===== config.mk =====
export PLATFORM = sky130hd
export DESIGN_NAME = mem_port_arbiter
export DESIGN_NICKNAME = d
export VERILOG_FILES = /design/src/rtl/mem_port_arbiter.sv
export SDC_FILE = /design/constraint.sdc
export NUM_CORES = 1
export LEC_CHECK = 0
export ABC_AREA = 1
export BUFFER_PORTS_ARGS = -buffer_cell sky130_fd_sc_hd__buf_4
export CORE_ASPECT_RATIO = 0.8
export CORE_MARGIN = 2
export CORE_UTILIZATION = 41
export DETAILED_ROUTE_END_ITERATION = 12
export GPL_TIMING_DRIVEN = 0
export PLACE_DENSITY = 0.73
export SLEW_MARGIN = 20
export SYNTH_ARGS = -nofsm -noshare
export SYNTH_HDL_FRONTEND = slang
export SYNTH_SLANG_ARGS = --single-unit
export TNS_END_PERCENT = 50

===== constraint.sdc =====
create_clock -name clk_i -period 1.6 [get_ports clk_i]
set_input_delay 0 -clock clk_i [delete_from_list [all_inputs] [get_ports clk_i]]
set_output_delay 0 -clock clk_i [all_outputs]
set_load 0.03 [all_outputs]

===== src/rtl/mem_port_arbiter.sv =====
// Shares one variable-latency memory port between instruction fetch (IF) and
// data memory (DM) with a request/ack FSM, pipeline stall and access watchdog.
// Optional: define MEM_ARB_RR_EN for round-robin arbitration (default: DM priority).
module mem_port_arbiter #(
  parameter int unsigned ADDR_W      = 32,
  parameter int unsigned DATA_W      = 32,
  parameter int unsigned TIMEOUT_CYC = 255
) (
  input  logic              clk_i,
  input  logic              rst_i,
  input  logic              if_req_i,
  input  logic [ADDR_W-1:0] if_addr_i,
  output logic [DATA_W-1:0] if_rdata_o,
  output logic              if_ack_o,
  input  logic              dm_req_i,
  input  logic              dm_we_i,
  input  logic [ADDR_W-1:0] dm_addr_i,
  input  logic [DATA_W-1:0] dm_wdata_i,
  output logic [DATA_W-1:0] dm_rdata_o,
  output logic              dm_ack_o,
  output logic              mem_req_o,
  output logic              mem_we_o,
  output logic [ADDR_W-1:0] mem_addr_o,
  output logic [DATA_W-1:0] mem_wdata_o,
  input  logic [DATA_W-1:0] mem_rdata_i,
  input  logic              mem_ack_i,
  output logic              stall_o,
  output logic              err_o,
  output logic [1:0]        grant_o
);

  localparam int unsigned TMR_W = 8;
  localparam logic [TMR_W-1:0] TMR_MAX = TMR_W'(TIMEOUT_CYC);

  typedef enum logic [1:0] {IDLE, BUSY, RESP} state_t;

  state_t             state_q, state_d;
  logic [TMR_W-1:0]   timer_q, timer_d, timer_inc_c;
  logic               mem_req_d, mem_we_d, if_ack_d, dm_ack_d, err_d;
  logic [ADDR_W-1:0]  mem_addr_d;
  logic [DATA_W-1:0]  mem_wdata_d, if_rdata_d, dm_rdata_d;
  logic [1:0]         grant_d;
  logic               pick_dm_c;

  // Arbitration winner when the FSM is idle and at least one port requests
`ifdef MEM_ARB_RR_EN
  logic last_dm_q, last_dm_d;
  assign pick_dm_c = dm_req_i & (~if_req_i | ~last_dm_q);
`else
  assign pick_dm_c = dm_req_i;
`endif

  assign timer_inc_c = timer_q + TMR_W'(1);
  assign stall_o     = (if_req_i & ~if_ack_o) | (dm_req_i & ~dm_ack_o);

  // Next-state and next-output logic
  always_comb begin
    state_d     = state_q;
    timer_d     = timer_q;
    mem_req_d   = mem_req_o;
    mem_we_d    = mem_we_o;
    mem_addr_d  = mem_addr_o;
    mem_wdata_d = mem_wdata_o;
    if_rdata_d  = if_rdata_o;
    dm_rdata_d  = dm_rdata_o;
    grant_d     = grant_o;
    if_ack_d    = 1'b0;
    dm_ack_d    = 1'b0;
    err_d       = 1'b0;
`ifdef MEM_ARB_RR_EN
    last_dm_d   = last_dm_q;
`endif
    unique case (state_q)
      IDLE: begin
        if (if_req_i | dm_req_i) begin
          grant_d     = pick_dm_c ? 2'b10 : 2'b01;
          mem_req_d   = 1'b1;
          mem_we_d    = pick_dm_c & dm_we_i;
          mem_addr_d  = pick_dm_c ? dm_addr_i : if_addr_i;
          mem_wdata_d = pick_dm_c ? dm_wdata_i : '0;
          timer_d     = '0;
          state_d     = BUSY;
`ifdef MEM_ARB_RR_EN
          last_dm_d   = pick_dm_c;
`endif
        end
      end
      BUSY: begin
        if (mem_ack_i) begin
          mem_req_d = 1'b0;
          state_d   = RESP;
          if (grant_o[1]) begin
            if (!mem_we_o) dm_rdata_d = mem_rdata_i;
            dm_ack_d = dm_req_i;
          end else begin
            if_rdata_d = mem_rdata_i;
            if_ack_d   = if_req_i;
          end
        end else if (timer_q == TMR_MAX) begin
          mem_req_d = 1'b0;
          err_d     = 1'b1;
          state_d   = RESP;
          if (grant_o[1]) begin
            dm_rdata_d = '0;
            dm_ack_d   = dm_req_i;
          end else begin
            if_rdata_d = '0;
            if_ack_d   = if_req_i;
          end
        end else begin
          // Request drops as the timer reaches the limit; a late ack is still taken
          timer_d = timer_inc_c;
          if (timer_inc_c == TMR_MAX) mem_req_d = 1'b0;
        end
      end
      RESP: begin
        grant_d = '0;
        state_d = IDLE;
      end
      default: state_d = IDLE;
    endcase
  end

  // State and output registers
  always_ff @(posedge clk_i or negedge rst_i) begin
    if (!rst_i) begin
      state_q     <= IDLE;
      timer_q     <= '0;
      mem_req_o   <= 1'b0;
      mem_we_o    <= 1'b0;
      mem_addr_o  <= '0;
      mem_wdata_o <= '0;
      if_rdata_o  <= '0;
      dm_rdata_o  <= '0;
      if_ack_o    <= 1'b0;
      dm_ack_o    <= 1'b0;
      err_o       <= 1'b0;
      grant_o     <= '0;
`ifdef MEM_ARB_RR_EN
      last_dm_q   <= 1'b0;
`endif
    end else begin
      state_q     <= state_d;
      timer_q     <= timer_d;
      mem_req_o   <= mem_req_d;
      mem_we_o    <= mem_we_d;
      mem_addr_o  <= mem_addr_d;
      mem_wdata_o <= mem_wdata_d;
      if_rdata_o  <= if_rdata_d;
      dm_rdata_o  <= dm_rdata_d;
      if_ack_o    <= if_ack_d;
      dm_ack_o    <= dm_ack_d;
      err_o       <= err_d;
      grant_o     <= grant_d;
`ifdef MEM_ARB_RR_EN
      last_dm_q   <= last_dm_d;
`endif
    end
  end

endmodule

==> flow_metrics.env <==
export IMPL_hold_viol_final=0
export IMPL_place_area_mm2=0.00846
export IMPL_final_layout_size_suffix_gt1_frac=0.370
export IMPL_hold_class="primary input to flop"
export IMPL_synth_sequential_area_ratio=0.587
export IMPL_wl_per_cell_um=17.9
export IMPL_clock_sinks=145
export IMPL_floorplan_die_area_mm2=0.0161
export IMPL_p_leak_nw=5.40
export IMPL_syn_area_mm2=0.00618
export IMPL_grtUsageTotal=0.288
export IMPL_synthDistinctLibCells=33
export IMPL_cpLargestDelayFamily="buffers and inverters"
export IMPL_totalWireLength_um=23600
export IMPL_cp_slowest_stage_delay_ns=0.40
export IMPL_ant_nets=0
export IMPL_area_delta_synth_final_pct=74.3
export IMPL_synth_ff_type="dfrtp_1"
export IMPL_synth_edf_count=0
export IMPL_die_height_um=114
export IMPL_rsz0062_at_grt="true"
export IMPL_start_util=0.416
export IMPL_drv_slew=0
export IMPL_fillers=1025
export IMPL_worst_slew_pin_slew_ns=0.619
export IMPL_syn_area_per_cell_um2=9.17
export IMPL_synth_async_sr_flop_share=1.00
export IMPL_holdWs_ns=0.0842
export IMPL_cts_buffers=17
export IMPL_dr_pass1_iters=6
export IMPL_grt_overflow_total=0
export IMPL_cp_data_required_time_ns=1.90
export IMPL_cp_start_kind="flop"
export IMPL_min_period_ns=1.56
export IMPL_placementRows=40
export IMPL_path_class="flop to flop"
export IMPL_cp_arrival_ns=1.86
export IMPL_timing_max_cap_violations=0
export IMPL_fin_nets=1250
export IMPL_finalPower_mw=21.9
export IMPL_antenna_found_initial=1
export IMPL_h_tree_depth=4
export IMPL_synth_seq_cells=145
export IMPL_cts_tree="done"
export IMPL_drc=0
export IMPL_dp_hpwl_um=13800
export IMPL_die_w_um=141
export IMPL_core_area_mm2=0.0149
export IMPL_insertion_delay_ns=0.42
export IMPL_cpMostUsedCell="nand2_4"
export IMPL_cp_slowest_cell="dfrtp_1"
export IMPL_io_pins=270
export IMPL_drtIter0Drc=427
export IMPL_finalCritPeriodShare=0.973
export IMPL_clock_skew_ns=0.00726
export IMPL_setup_violations_final=0
export IMPL_cts_clk_slew_worst_paths_ns=0.06
export IMPL_cp_num_buf_inv=3
export IMPL_maxSlewHeadroom=0.587
export IMPL_gp_congestion=0.818
export IMPL_grt_pass1_vias=6736
export IMPL_final_area_mm2=0.0108
export IMPL_syn_nets=810
export IMPL_max_freq_mhz=642
export IMPL_crit_chain="ha_4 -> nand2_4 -> inv_4 -> nand4_4 -> nand2_4 -> nand2_4 -> buf_12 -> clkbuf_16 -> nand2_4 -> o21ai_2"
export IMPL_grt_pass1_wl_um=35700
export IMPL_syn_inst=674
export IMPL_avgViaCountPerCell=5.15
export IMPL_port_buffers=268
export IMPL_root_buffer="clkbuf_16"
export IMPL_grt_max_degree=82
export IMPL_ir_drop_v=0.000916
export IMPL_crit_fanout=7
export IMPL_power_density_mw_per_mm2=2030
export IMPL_status="completed"
export IMPL_ys_warn_count=0
export IMPL_cp_end_kind="flop"
export IMPL_clock_path_buffers=2
export IMPL_via_count=6776
==> per-stage QoR <==
stage	cells	setup WS, ns	setup TNS (ns)	util
6_report	1316	0.0430	0	0.725
5_1_grt	1316	-0.0443	-0.687	0.725
4_1_cts	1302	0.0121	0	0.704
3_5_place_dp	1132	-0.168	-10.54	0.569
3_3_place_gp	1131	-0.163	-29.09	0.567
2_1_floorplan	674	0.0455	0	-
==> cells by family (layout without fill, tap and decap cells) <==
| group | count (synthesis) | after routing | share of synthesized area |
|---|---|---|---|
| compound gates | 107 | 107 | 0.108 |
| xor+xnor | 1 | 1 | 0.00142 |
| fa+ha+maj | 2 | 2 | 0.00405 |
| buf+inv | 56 | 508 | 0.0466 |
| flops | 145 | 145 | 0.587 |
| other cells | 0 | 1 | 0 |
| simple gates | 363 | 363 | 0.253 |
==> layer usage <==
| metal | routed length [µm] | track usage | vias to the layer above |
|---|---|---|---|
| met4 | 1240 | 0.146 | 0 |
| met5 | 0 | 0 | - |
| met2 | 11600 | 0.492 | 375 |
| met1 | 8920 | 0.336 | 3225 |
| met3 | 1790 | 0.0777 | 93 |
| li1 | - | - | 3083 |
==> final timing paths <==
| path | from | to | slack, ns | depth (start not counted) |
|---|---|---|---|---|
| min | dm_req_i | mem_addr_o[30] | 0.08 | 4 |
| max in group asynchronous | rst_i | state_q[1] | 0.69 | 3 |
| min reg2reg | mem_wdata_o[12] | mem_wdata_o[12] | 0.47 | 2 |
| max | timer_q[1] | if_rdata_o[18] | 0.04 | 10 |
| min in group asynchronous | rst_i | dm_rdata_o[5] | 0.11 | 2 |
| max reg2reg | timer_q[1] | if_rdata_o[18] | 0.04 | 10 |
==> cell usage in the layout, fill, tap and decap left out, drive strengths merged <==
cell and instances:
dlygate4sd3 132, o21bai 1, clkinvlp 3, diode 1, nand3b 1, clkbuf 45, xor2 1, nand3 44
nor2 45, nand4 2, a21oi 1, nor3 1, or2 1, buf 306, inv 14, o22ai 1
dfrtp 145, bufinv 3, nand2 269, ha 2, o21ai 72, a31oi 32, clkinv 5
==> sequential cells by signal, summed over array words and instances, names as in the netlist, 2 cells and up <==
register	count
dm_rdata_o	32
if_rdata_o	32
grant_o	2
timer_q	8
mem_addr_o	32
mem_wdata_o	32
state_q	2
==> power breakdown <==
part | total, mW | internal (mW) | switching, mW
clock network | 4.04 | 2.48 | 1.56
logic | 11.3 | 4.25 | 7.01
registers | 6.56 | 5.36 | 1.19
total | 21.9 | 12.1 | 9.76
==> worst register-to-register path, cell delays in order (launching register included) <==
cell and delay, ns:
dfrtp_1 0.40, ha_4 0.17, nand2_4 0.06, inv_4 0.09, nand4_4 0.12, nand2_4 0.09, nand2_4 0.08, buf_12 0.16
clkbuf_16 0.17, nand2_4 0.05, o21ai_2 0.04
==> cell type report <==
cell class | count | area, µm² | area share
flip-flops and latches | 145 | 3630 | 0.337
inverters | 15 | 58.8 | 0.00546
clock buffers | 21 | 450 | 0.0418
diodes | 1 | 2.50 | 0.000232
plain buffers | 41 | 303 | 0.0281
multi-input cells | 473 | 2370 | 0.220
clock inverters | 10 | 136 | 0.0127
repair buffers | 421 | 3590 | 0.333
well taps | 189 | 236 | 0.0219
==> cell usage after synthesis, types with 2 or more instances <==
library cell / number / share of area
a31oi_1: 32 / 0.032
buf_4: 2 / 0.0024
nand3_2: 2 / 0.0032
buf_2: 13 / 0.011
inv_2: 3 / 0.0018
ha_1: 2 / 0.0040
o21ai_1: 48 / 0.039
buf_6: 7 / 0.013
inv_1: 11 / 0.0067
nand3_1: 41 / 0.033
nor2_4: 2 / 0.0036
nand2_2: 22 / 0.022
o21ai_2: 23 / 0.033
nor2_1: 41 / 0.025
nand2_1: 246 / 0.15
dfrtp_1: 145 / 0.59
clkbuf_1: 18 / 0.011
==> repair_timing <==
item | 4_1_cts | 5_1_grt
buffers inserted | 7 | 9
gates resized for setup | 12 | 44
endpoints found under the setup margin | 104 | 83
cloned | 0 | 4
hold buffers | 132 | 0
pin swaps | 4 | 4
hold endpoints to repair | 204 | 0
(Power assumes the default switching activity.)
